$ cat src/rtl/vga_pkg.sv
// Shared constants for the text-mode VGA engine: default timing, the tile-word layout,
// the CGA palette and a width helper.
package vga_pkg;

    localparam int H_ACTIVE_DEF     = 640;
    localparam int H_FP_DEF         = 16;
    localparam int H_SYNC_DEF       = 96;
    localparam int H_BP_DEF         = 48;
    localparam int V_ACTIVE_DEF     = 480;
    localparam int V_FP_DEF         = 10;
    localparam int V_SYNC_DEF       = 2;
    localparam int V_BP_DEF         = 33;
    localparam int FONT_W_DEF       = 8;
    localparam int FONT_H_DEF       = 16;
    localparam int BLINK_FRAMES_DEF = 30;

    localparam int TILE_W        = 16;
    localparam int TILE_FG_LSB   = 12;
    localparam int TILE_BG_LSB   = 8;
    localparam int TILE_CHAR_LSB = 0;
    localparam int COLOR_W       = 4;
    localparam int CHAR_W        = 8;

    localparam logic [11:0] PALETTE [16] = '{
        12'h000, 12'h00A, 12'h0A0, 12'h0AA, 12'hA00, 12'hA0A, 12'hA50, 12'hAAA,
        12'h555, 12'h55F, 12'h5F5, 12'h5FF, 12'hF55, 12'hF5F, 12'hFF5, 12'hFFF
    };

    // Index width for n entries, never narrower than one bit.
    function automatic int width_of(input int n);
        return (n <= 1) ? 1 : $clog2(n);
    endfunction

endpackage

$ cat src/rtl/vga_timing_gen.sv
// Free-running h/v raster counters with decoded active, sync and frame-origin flags.
module vga_timing_gen import vga_pkg::*; #(
    parameter int H_ACTIVE = H_ACTIVE_DEF,
    parameter int H_FP     = H_FP_DEF,
    parameter int H_SYNC   = H_SYNC_DEF,
    parameter int H_BP     = H_BP_DEF,
    parameter int V_ACTIVE = V_ACTIVE_DEF,
    parameter int V_FP     = V_FP_DEF,
    parameter int V_SYNC   = V_SYNC_DEF,
    parameter int V_BP     = V_BP_DEF,
    parameter int HS_POL   = 0,
    parameter int VS_POL   = 0
) (
    input  logic                                             clk_i,
    input  logic                                             rstn_i,
    output logic [width_of(H_ACTIVE+H_FP+H_SYNC+H_BP)-1:0]   h_cnt,
    output logic [width_of(V_ACTIVE+V_FP+V_SYNC+V_BP)-1:0]   v_cnt,
    output logic                                             active,
    output logic                                             hsync,
    output logic                                             vsync,
    output logic                                             frame_start
);

    localparam int   H_TOTAL = H_ACTIVE + H_FP + H_SYNC + H_BP;
    localparam int   V_TOTAL = V_ACTIVE + V_FP + V_SYNC + V_BP;
    localparam int   HW      = width_of(H_TOTAL);
    localparam int   VW      = width_of(V_TOTAL);
    localparam logic HS_ON   = (HS_POL != 0);
    localparam logic VS_ON   = (VS_POL != 0);

    always_ff @(posedge clk_i or negedge rstn_i) begin
        if (!rstn_i) begin
            h_cnt <= '0;
            v_cnt <= '0;
        end else if (h_cnt == HW'(H_TOTAL - 1)) begin
            h_cnt <= '0;
            v_cnt <= (v_cnt == VW'(V_TOTAL - 1)) ? '0 : v_cnt + 1'b1;
        end else begin
            h_cnt <= h_cnt + 1'b1;
        end
    end

    always_comb begin
        active      = (int'(h_cnt) < H_ACTIVE) && (int'(v_cnt) < V_ACTIVE);
        hsync       = ((int'(h_cnt) >= H_ACTIVE + H_FP) &&
                       (int'(h_cnt) <  H_ACTIVE + H_FP + H_SYNC)) ? HS_ON : ~HS_ON;
        vsync       = ((int'(v_cnt) >= V_ACTIVE + V_FP) &&
                       (int'(v_cnt) <  V_ACTIVE + V_FP + V_SYNC)) ? VS_ON : ~VS_ON;
        frame_start = (h_cnt == '0) && (v_cnt == '0);
    end

endmodule

$ cat src/rtl/vga_text_engine.sv
// Text-mode pixel engine: three-stage tile -> glyph -> palette pipeline with
// per-frame row scrolling and a blinking block cursor.
module vga_text_engine import vga_pkg::*; #(
    parameter int H_ACTIVE     = H_ACTIVE_DEF,
    parameter int H_FP         = H_FP_DEF,
    parameter int H_SYNC       = H_SYNC_DEF,
    parameter int H_BP         = H_BP_DEF,
    parameter int V_ACTIVE     = V_ACTIVE_DEF,
    parameter int V_FP         = V_FP_DEF,
    parameter int V_SYNC       = V_SYNC_DEF,
    parameter int V_BP         = V_BP_DEF,
    parameter int HS_POL       = 0,
    parameter int VS_POL       = 0,
    parameter int FONT_W       = FONT_W_DEF,
    parameter int FONT_H       = FONT_H_DEF,
    parameter int BLINK_FRAMES = BLINK_FRAMES_DEF
) (
    input  logic                                                          clk_i,
    input  logic                                                          rstn_i,
    input  logic [width_of(V_ACTIVE/FONT_H)-1:0]                          scroll_row_i,
    input  logic                                                          cursor_en_i,
    input  logic [width_of(H_ACTIVE/FONT_W)-1:0]                          cursor_col_i,
    input  logic [width_of(V_ACTIVE/FONT_H)-1:0]                          cursor_row_i,
    output logic [width_of((H_ACTIVE/FONT_W)*(V_ACTIVE/FONT_H))-1:0]      tile_addr_o,
    input  logic [TILE_W-1:0]                                             tile_data_i,
    output logic [CHAR_W+width_of(FONT_H)-1:0]                            font_addr_o,
    input  logic [FONT_W-1:0]                                             font_data_i,
    output logic [11:0]                                                   rgb_o,
    output logic                                                          hsync_o,
    output logic                                                          vsync_o,
    output logic                                                          de_o,
    output logic                                                          frame_start_o
);

    localparam int   N_COL  = H_ACTIVE / FONT_W;
    localparam int   N_ROW  = V_ACTIVE / FONT_H;
    localparam int   COL_W  = width_of(N_COL);
    localparam int   ROW_W  = width_of(N_ROW);
    localparam int   TA_W   = width_of(N_COL * N_ROW);
    localparam int   GR_W   = width_of(FONT_H);
    localparam int   XW     = width_of(FONT_W);
    localparam int   HW     = width_of(H_ACTIVE + H_FP + H_SYNC + H_BP);
    localparam int   VW     = width_of(V_ACTIVE + V_FP + V_SYNC + V_BP);
    localparam int   BW     = width_of(BLINK_FRAMES);
    localparam logic HS_OFF = (HS_POL == 0);
    localparam logic VS_OFF = (VS_POL == 0);

    logic [HW-1:0] h_cnt;
    logic [VW-1:0] v_cnt;
    logic          t_active, t_hs, t_vs, t_fs;

    vga_timing_gen #(
        .H_ACTIVE (H_ACTIVE), .H_FP (H_FP), .H_SYNC (H_SYNC), .H_BP (H_BP),
        .V_ACTIVE (V_ACTIVE), .V_FP (V_FP), .V_SYNC (V_SYNC), .V_BP (V_BP),
        .HS_POL   (HS_POL),   .VS_POL (VS_POL)
    ) u_timing (
        .clk_i       (clk_i),
        .rstn_i      (rstn_i),
        .h_cnt       (h_cnt),
        .v_cnt       (v_cnt),
        .active      (t_active),
        .hsync       (t_hs),
        .vsync       (t_vs),
        .frame_start (t_fs)
    );

    logic [ROW_W-1:0] scroll_lat, scroll_eff, crow_lat, crow_eff;
    logic [COL_W-1:0] ccol_lat, ccol_eff;
    logic             cen_lat, cen_eff, blink_lat, phase_eff, blink_phase;
    logic [BW-1:0]    blink_cnt;
    logic [TA_W-1:0]  addr_nxt;
    logic             swap_nxt;
    int               col, row, brow;

    // The origin pixel itself must already see the newly sampled settings,
    // so the frame settings are bypassed from the inputs at (0,0).
    always_comb begin
        scroll_eff = scroll_lat;
        cen_eff    = cen_lat;
        ccol_eff   = ccol_lat;
        crow_eff   = crow_lat;
        phase_eff  = blink_lat;
        if (t_fs) begin
            if (int'(scroll_row_i) < N_ROW) scroll_eff = scroll_row_i;
            cen_eff   = cursor_en_i;
            ccol_eff  = cursor_col_i;
            crow_eff  = cursor_row_i;
            phase_eff = blink_phase;
        end
        col      = int'(h_cnt) / FONT_W;
        row      = int'(v_cnt) / FONT_H;
        brow     = (row + int'(scroll_eff)) % N_ROW;
        addr_nxt = t_active ? TA_W'(brow * N_COL + col) : '0;
        swap_nxt = t_active && cen_eff && phase_eff &&
                   (col == int'(ccol_eff)) && (row == int'(crow_eff));
    end

    always_ff @(posedge clk_i or negedge rstn_i) begin
        if (!rstn_i) begin
            scroll_lat  <= '0;
            cen_lat     <= 1'b0;
            ccol_lat    <= '0;
            crow_lat    <= '0;
            blink_lat   <= 1'b0;
            blink_phase <= 1'b0;
            blink_cnt   <= '0;
        end else if (t_fs) begin
            scroll_lat <= scroll_eff;
            cen_lat    <= cen_eff;
            ccol_lat   <= ccol_eff;
            crow_lat   <= crow_eff;
            blink_lat  <= blink_phase;
            if (blink_cnt == BW'(BLINK_FRAMES - 1)) begin
                blink_cnt   <= '0;
                blink_phase <= ~blink_phase;
            end else begin
                blink_cnt <= blink_cnt + 1'b1;
            end
        end
    end

    logic [XW-1:0]      s1_x, s2_x;
    logic [GR_W-1:0]    s1_gr;
    logic [COLOR_W-1:0] s2_fg, s2_bg;
    logic               s1_swap, s1_de, s1_hs, s1_vs, s1_fs;
    logic               s2_swap, s2_de, s2_hs, s2_vs, s2_fs;

    always_ff @(posedge clk_i or negedge rstn_i) begin
        if (!rstn_i) begin
            tile_addr_o <= '0;
            s1_x        <= '0;
            s1_gr       <= '0;
            s1_swap     <= 1'b0;
            s1_de       <= 1'b0;
            s1_hs       <= HS_OFF;
            s1_vs       <= VS_OFF;
            s1_fs       <= 1'b0;
            font_addr_o <= '0;
            s2_x        <= '0;
            s2_fg       <= '0;
            s2_bg       <= '0;
            s2_swap     <= 1'b0;
            s2_de       <= 1'b0;
            s2_hs       <= HS_OFF;
            s2_vs       <= VS_OFF;
            s2_fs       <= 1'b0;
        end else begin
            tile_addr_o <= addr_nxt;
            s1_x        <= XW'(int'(h_cnt) % FONT_W);
            s1_gr       <= GR_W'(int'(v_cnt) % FONT_H);
            s1_swap     <= swap_nxt;
            s1_de       <= t_active;
            s1_hs       <= t_hs;
            s1_vs       <= t_vs;
            s1_fs       <= t_fs;
            font_addr_o <= {tile_data_i[TILE_CHAR_LSB +: CHAR_W], s1_gr};
            s2_x        <= s1_x;
            s2_fg       <= tile_data_i[TILE_FG_LSB +: COLOR_W];
            s2_bg       <= tile_data_i[TILE_BG_LSB +: COLOR_W];
            s2_swap     <= s1_swap;
            s2_de       <= s1_de;
            s2_hs       <= s1_hs;
            s2_vs       <= s1_vs;
            s2_fs       <= s1_fs;
        end
    end

    logic               pix;
    logic [COLOR_W-1:0] idx;

    always_comb begin
        pix = font_data_i[XW'(FONT_W - 1) - s2_x];
        if (pix ^ s2_swap) idx = s2_fg;
        else               idx = s2_bg;
    end

    always_ff @(posedge clk_i or negedge rstn_i) begin
        if (!rstn_i) begin
            rgb_o         <= '0;
            de_o          <= 1'b0;
            hsync_o       <= HS_OFF;
            vsync_o       <= VS_OFF;
            frame_start_o <= 1'b0;
        end else begin
            rgb_o         <= s2_de ? PALETTE[idx] : '0;
            de_o          <= s2_de;
            hsync_o       <= s2_hs;
            vsync_o       <= s2_vs;
            frame_start_o <= s2_fs;
        end
    end

endmodule

$ cat config.mk
export PLATFORM = sky130hd
export DESIGN_NAME = vga_text_engine
export DESIGN_NICKNAME = d
export VERILOG_FILES = /design/src/rtl/vga_pkg.sv /design/src/rtl/vga_timing_gen.sv /design/src/rtl/vga_text_engine.sv
export SDC_FILE = /design/constraint.sdc
export NUM_CORES = 1
export LEC_CHECK = 0
export ABC_AREA = 1
export CAP_MARGIN = 20
export CORE_MARGIN = 2
export CORE_UTILIZATION = 54
export DETAILED_ROUTE_END_ITERATION = 12
export PLACE_DENSITY = 0.92
export SYNTH_ARGS = -nofsm -noshare
export SYNTH_HDL_FRONTEND = slang
export SYNTH_HIERARCHICAL = 1
export SYNTH_SLANG_ARGS = --single-unit
export TNS_END_PERCENT = 5
$ cat constraint.sdc
create_clock -name clk_i -period 7.3 [get_ports clk_i]
set_clock_uncertainty 0.05 [all_clocks]
set_input_delay 1.46 -clock clk_i [delete_from_list [all_inputs] [get_ports clk_i]]
set_output_delay 1.46 -clock clk_i [all_outputs]
set_load 0.01 [all_outputs]
## After elaboration in Yosys (flattened, before gate mapping)

Memory sizes are Yosys's and may differ from the RTL's.
Index checks and enable logic that the tools add are counted.
Widths: inputs -> output; s select.

| word-level totals | value |
|---|---|
| bits in read-only memories | 192 |
| memories kept | 1 |
| input port bits | 44 |
| output and inout port bits | 40 |
| RAM bits | 0 |
| register bits after elaboration | 113 |
| bits in latches | 0 |
| word-level logic and storage cells | 86 |

| cells by class | value |
|---|---|
| add/sub/neg operators | 6 |
| divide/modulo/power cells | 1 |
| order comparisons | 9 |
| bitwise gates (word level) | 3 |
| multipliers | 1 |
| reductions and logical operators | 11 |
| shifts and indexed selects | 0 |
| muxes and demuxes | 18 |
| eq/ne operators | 5 |

Memories:

| name | words | bits a word | rd ports | clocked after Yosys merged registers in | wr ports | RTL line | RTL |
|---|---|---|---|---|---|---|---|
| (no name shown) | 16 | 12 | 1 | 0 | 0 | vga_text_engine.sv:185 | `rgb_o <= s2_de ? PALETTE[idx] : '0;` |

Operators by type and width:

| kind | count |
|---|---|
| $mux 12 | 4 |
| $mod 32x6->32 const B | 1 |
| $mul 32x4->8 const B | 1 |
| $add 10x1->10 const B | 2 |
| $eq 10x10->1 const B | 2 |
| $logic_not 10->1 | 2 |
| $lt 10x10->1 const B | 2 |
| $lt 10x9->1 const B | 2 |
| $mux 10 | 2 |
| $mux 5 | 4 |
| $add 12x8->12 | 1 |
| $ge 10x10->1 const B | 1 |
| $ge 10x9->1 const B | 1 |
| $logic_and 1x1->1 | 8 |
| $add 6x5->7 | 1 |
| $eq 7x7->1 | 1 |
| $mux 7 | 1 |
| $eq 6x6->1 | 1 |
| $add 5x1->5 const B | 1 |
| $eq 5x5->1 const B | 1 |
| $ge 5x5->1 const B | 1 |
| $lt 5x5->1 const B | 1 |
| $mux 1 | 5 |
| $not 4->5 | 1 |
| other kinds (7) | 7 |

## Depth between registers and ports, before layout

| logic depth | value |
|---|---|
| word-level depth | 10 |
| gate-level depth with buffers | 40 |
| gate-level depth less buffers | 39 |

## By module

Netlist, hierarchy kept.

By module, submodules not included:

| module | instances | seq. area each (um^2) | area an instance (um^2) | cells each |
|---|---|---|---|---|
| vga_text_engine | 1 | 2,159.6 | 3,952.5 | 418 |
| vga_timing_gen | 1 | 500.5 | 1,231.2 | 162 |

## Least setup slack after synthesis

OpenSTA, ideal clock, no wires.

| timing | value |
|---|---|
| kind | input to register |
| start point | input port scroll_row_i[4] |
| end point | register tile_addr_o[11] |
| setup time | 0.117 ns |
| buffers on the path | 0 |
| data required time | 7.133 ns |
| data arrival time | 5.781 ns |
| slack | 1.352 ns |
| stages | 31 |
| cells stage by stage | inv_1 -> nor2_1 -> nor2_1 -> mux2_2 -> ha_1 -> inv_1 -> fa_1 -> xnor2_2 -> nand3_1 -> nor2_2 -> nand2_2 -> nand2_2 -> nand2_1 -> and2_2 -> ha_1 -> xor2_1 -> nand2_1 -> o21ai_0 -> inv_1 -> ha_1 -> ha_1 -> inv_1 -> fa_1 -> xnor2_1 -> inv_1 -> nor3_1 -> nand2_1 -> xnor2_1 -> nand2_1 -> nand2_1 -> nor2_1 |

| between the ends | value |
|---|---|
| longest elaborated chain between the ends | 8 |

RTL lines:

| item | RTL line | RTL |
|---|---|---|
| start: declaration | vga_text_engine.sv:20 | `input logic [width_of(V_ACTIVE/FONT_H)-1:0] scroll_row_i,` |
| $lt 5x5->1 | vga_text_engine.sv:84 | `if (int'(scroll_row_i) < N_ROW) scroll_eff = scroll_row_i;` |
| $mux 5 | vga_text_engine.sv:84 |  |
| $mux 5 | vga_text_engine.sv:83 | `if (t_fs) begin` |
| named net scroll_eff[0] | vga_text_engine.sv:67 | `logic [ROW_W-1:0] scroll_lat, scroll_eff, crow_lat, crow_eff;` |
| $add 6x5->7 | vga_text_engine.sv:92 | `brow = (row + int'(scroll_eff)) % N_ROW;` |
| $mod 32x6->32 | vga_text_engine.sv:92 |  |
| $mul 32x4->8 | vga_text_engine.sv:93 | `addr_nxt = t_active ? TA_W'(brow * N_COL + col) : '0;` |
| $add 12x8->12 | vga_text_engine.sv:93 |  |
| $mux 12 | vga_text_engine.sv:93 |  |
| named net addr_nxt[11] | vga_text_engine.sv:71 | `logic [TA_W-1:0] addr_nxt;` |
| end signal: assignment | vga_text_engine.sv:148 | `tile_addr_o <= addr_nxt;` |
| end: declaration | vga_text_engine.sv:24 | `output logic [width_of((H_ACTIVE/FONT_W)*(V_ACTIVE/FONT_H))-1:0] tile_addr_o,` |

The timed path passes the listed nets, and every way through them passes these cells.
A chain may end at the register's enable or synchronous reset.

## Worst setup path in the final report

| timing | value |
|---|---|
| start point | input port scroll_row_i[1] |
| end point | register tile_addr_o[11] |

The elaborated chain is that of the path after synthesis.

==> results.py <==
metrics = {
    "worst_setup_path": {
        "crit_required_ns": 7.52,
        "startpoint_type": "input port",
        "crit_path_frequent_cell": "nand2_1",
        "end_kind": "flip-flop",
        "slowest_stage": "clkdlybuf4s50_1",
        "r2r_setup_slack_ns": 0.86,
        "cpPeakStageDelay_ns": 0.45,
        "cp_num_buf_inv": 5,
        "timing.rr.start": "u_timing/h_cnt[4]",
        "r2r-end": "tile_addr_o[11]",
        "worst_path_dominant_cell_family": "simple AND/OR/NAND/NOR gates",
        "arrival_ns": 6.87,
        "reg2reg_depth": 36,
        "critPathKind": "in2reg",
        "cp_max_fo": 6,
    },
    "hold_path": {
        "holdPathEnd": "font_addr_o[3]",
        "min_from": "s1_gr[3]",
        "holdPathStages": 0,
        "min_path_type": "reg2reg",
    },
    "finish": {
        "drive_gt1_share_pct": 9.25,
        "fin_util_pct": 68.1,
        "n_antenna_cell": 0,
        "nNetsFinal": 736,
        "syn2layout_area_growth_pct": 22.0,
    },
    "synth": {
        "synth.top_cell.area_share_pct": 48.3,
        "ys_warn_count": 6,
        "synth_commonest_cells": "nand2_1 (124), dfrtp_1 (100), inv_1 (85)",
        "synth_top_area_cell": "dfrtp_1",
        "synthFlopType": "dfrtp_1",
        "async_flop_share_pct": 100,
        "synth_edf_count": 0,
        "syn_area_sq_mm": 0.00518,
        "synth_fp_nets": 651,
        "synthCells": 580,
        "ys_seq_elements": 106,
        "syn_avg_cell_area_sq_um": 8.94,
        "ys_seq_area_share_pct": 51.3,
        "yosysMostFrequentCell": "nand2_1",
        "ys_types": 43,
        "synth_area_leaders": "dfrtp_1 (48%), nand2_1 (9.0%), inv_1 (6.2%)",
    },
    "status": {
        "outcome": "finished clean",
    },
    "floorplan": {
        "dieArea_sq_mm": 0.0104,
        "fp.dieH_microns": 102,
        "core-area_sq_mm": 0.00928,
        "die_w_microns": 102,
        "rows": 35,
        "pin_count": 84,
        "start_util_pct": 55.8,
    },
    "timing": {
        "maxSlewHeadroom_pct": 39.4,
        "fin_crit_sh_pct": 91.0,
        "hold_ws_ns": 0.300,
        "drv_slew": 0,
        "setup-tns-final_ns": 0,
        "fmax_mhz": 150,
        "setup_viol": 0,
        "rsz0062_at_grt": "false",
        "hold_viol_final": 0,
        "finalWorstPathRequiredPeriod_ns": 6.65,
        "worst_pin_slew_ns": 0.909,
    },
    "clock_tree": {
        "postCtsHoldBufs": 0,
        "post_cts_buffers": 0,
        "clk_root_buffer_cell": "clkbuf_8",
        "h-tree-depth": 3,
        "cts_buffers": 9,
        "cts_tree": "yes",
        "ctsResizeCount": 0,
        "cts.sinks": 106,
        "clk_pin_slew_worst_paths_ns": 0.11,
        "clk_latency_ns": 0.38,
        "cts.path.max_buffers": 2,
    },
    "power_and_ir_drop": {
        "vdd.ir_drop.worst_uv": 93.9,
        "powerDensity_mw_per_mm2": 176,
        "power.total_mw": 1.11,
        "power.leakage_nw": 3.10,
    },
    "drt": {
        "wl_per_cell_microns": 14.3,
        "num_vias": 4177,
        "drt_iter0_markers": 303,
        "ant_nets": 0,
        "drt-pass1-iter-count": 6,
        "route.detailed.drc": 0,
        "wirelength_mm": 11.4,
        "viasPerCell": 5.23,
    },
    "global_route": {
        "overflow": 0,
        "grt_max_degree": 76,
        "antenna_found_initial": 0,
        "busiest_layer": "met2",
        "grt_pass1_vias": 4157,
        "met1_usage_pct": 26.6,
        "grt_use_met2_pct": 42.0,
        "grt_pass1_wl_mm": 18.7,
        "grt_util_met3_pct": 5.34,
        "grt_usage_pct": 23.2,
    },
    "placed_design": {
        "place.gp.congestion": 0.872,
        "io_buffers": 83,
        "hpwl_mm": 8.48,
    },
    "flow_run": {
        "max_cap_viol_count": 0,
    },
}
==> worst reg2reg max path: cells and delay by family, from the launching register on <==
family                   cells  cell delay, ns
multiplexers                 1            0.24
flip-flops                   1            0.49
adder cells (fa/ha/maj)      6            1.70
buffers and inverters        7            0.73
AO/OA/AOI/OAI                1            0.08
AND/OR/NAND/NOR             17            2.20
XOR/XNOR                     4            0.85
==> how the worst max path moves through the flow <==
stage                               start         endpoint  cells past startpoint
after detailed placement  scroll_row_i[1]  tile_addr_o[11]                     32
after global placement    scroll_row_i[1]  tile_addr_o[11]                     32
after floorplan           scroll_row_i[4]  tile_addr_o[11]                     31
after global routing      scroll_row_i[1]  tile_addr_o[11]                     32
final                     scroll_row_i[1]  tile_addr_o[11]                     32
after CTS                 scroll_row_i[1]  tile_addr_o[11]                     32
==> per-layer routing <==
layer  wire [microns]  up-vias
li1                 -     1991
met5                0        -
met1             4360     1982
met2             5930      162
met3              742       42
met4              361        0
==> cell families after synthesis <==
logic type,count (synthesis),synth area share (%)
adders and majority gates,27,6.95
AOI/OAI and AO/OA,59,6.66
buffers and inverters,103,7.99
and+or+nand+nor,257,22.1
muxes,2,0.434
DFF,106,51.3
other,1,0.0723
xor gates and xnor gates,25,4.51
==> per-stage QoR <==
step | cell area (sq um) | setup slack [ns] | cells
3_5_place_dp | 6130 | 0.347 | 783
5_1_grt | 6320 | 0.251 | 799
2_1_floorplan | 5180 | 1.35 | 580
4_1_cts | 6320 | 0.727 | 799
3_3_place_gp | 6130 | 0.706 | 783
6_report | 6320 | 0.655 | 799
==> where the power goes <==
group	internal, mW	switching [mW]
registers	0.607	0.00662
clock network	0.134	0.218
logic	0.0745	0.0739
total	0.816	0.299
==> state kept, by name (all words and copies together) (netlist names), 3 cells and up <==
register and flops:
font_addr_o 12, s1_x 3, s2_fg 4, s2_bg 4, scroll_lat 5, blink_cnt 5, u_timing/v_cnt 10, ccol_lat 7
s2_x 3, tile_addr_o 12, s1_gr 4, rgb_o 5, u_timing/h_cnt 10, crow_lat 5
==> cells in the final DEF (no fill, tap or decap), drive strengths merged, types with 2 or more instances in the layout <==
| master | n |
|---|---|
| o21ai | 26 |
| fa | 3 |
| clkinv | 4 |
| nand3b | 2 |
| nand2 | 132 |
| o211ai | 3 |
| inv | 92 |
| nand3 | 29 |
| nor2 | 73 |
| clkbuf | 9 |
| nor4 | 2 |
| a211oi | 2 |
| dfrtp | 100 |
| ha | 24 |
| o22ai | 5 |
| xnor2 | 6 |
| xor2 | 19 |
| a31oi | 3 |
| clkdlybuf4s50 | 82 |
| nand4 | 8 |
| a21oi | 15 |
| dfstp | 6 |
| a221oi | 2 |
| nor3 | 6 |
| and2 | 2 |
| or2 | 2 |
| buf | 5 |
| mux2 | 2 |
==> cell type report <==
type | instances | area [sq um]
flip-flops and latches | 106 | 2660
fillers | 668 | 2960
clock buffers | 9 | 124
multi-input cells | 371 | 2110
well taps | 129 | 161
clock inverters | 7 | 72.6
repair buffers | 87 | 858
inverters | 90 | 338
Note: power is estimated with default switching activity, not from simulation.
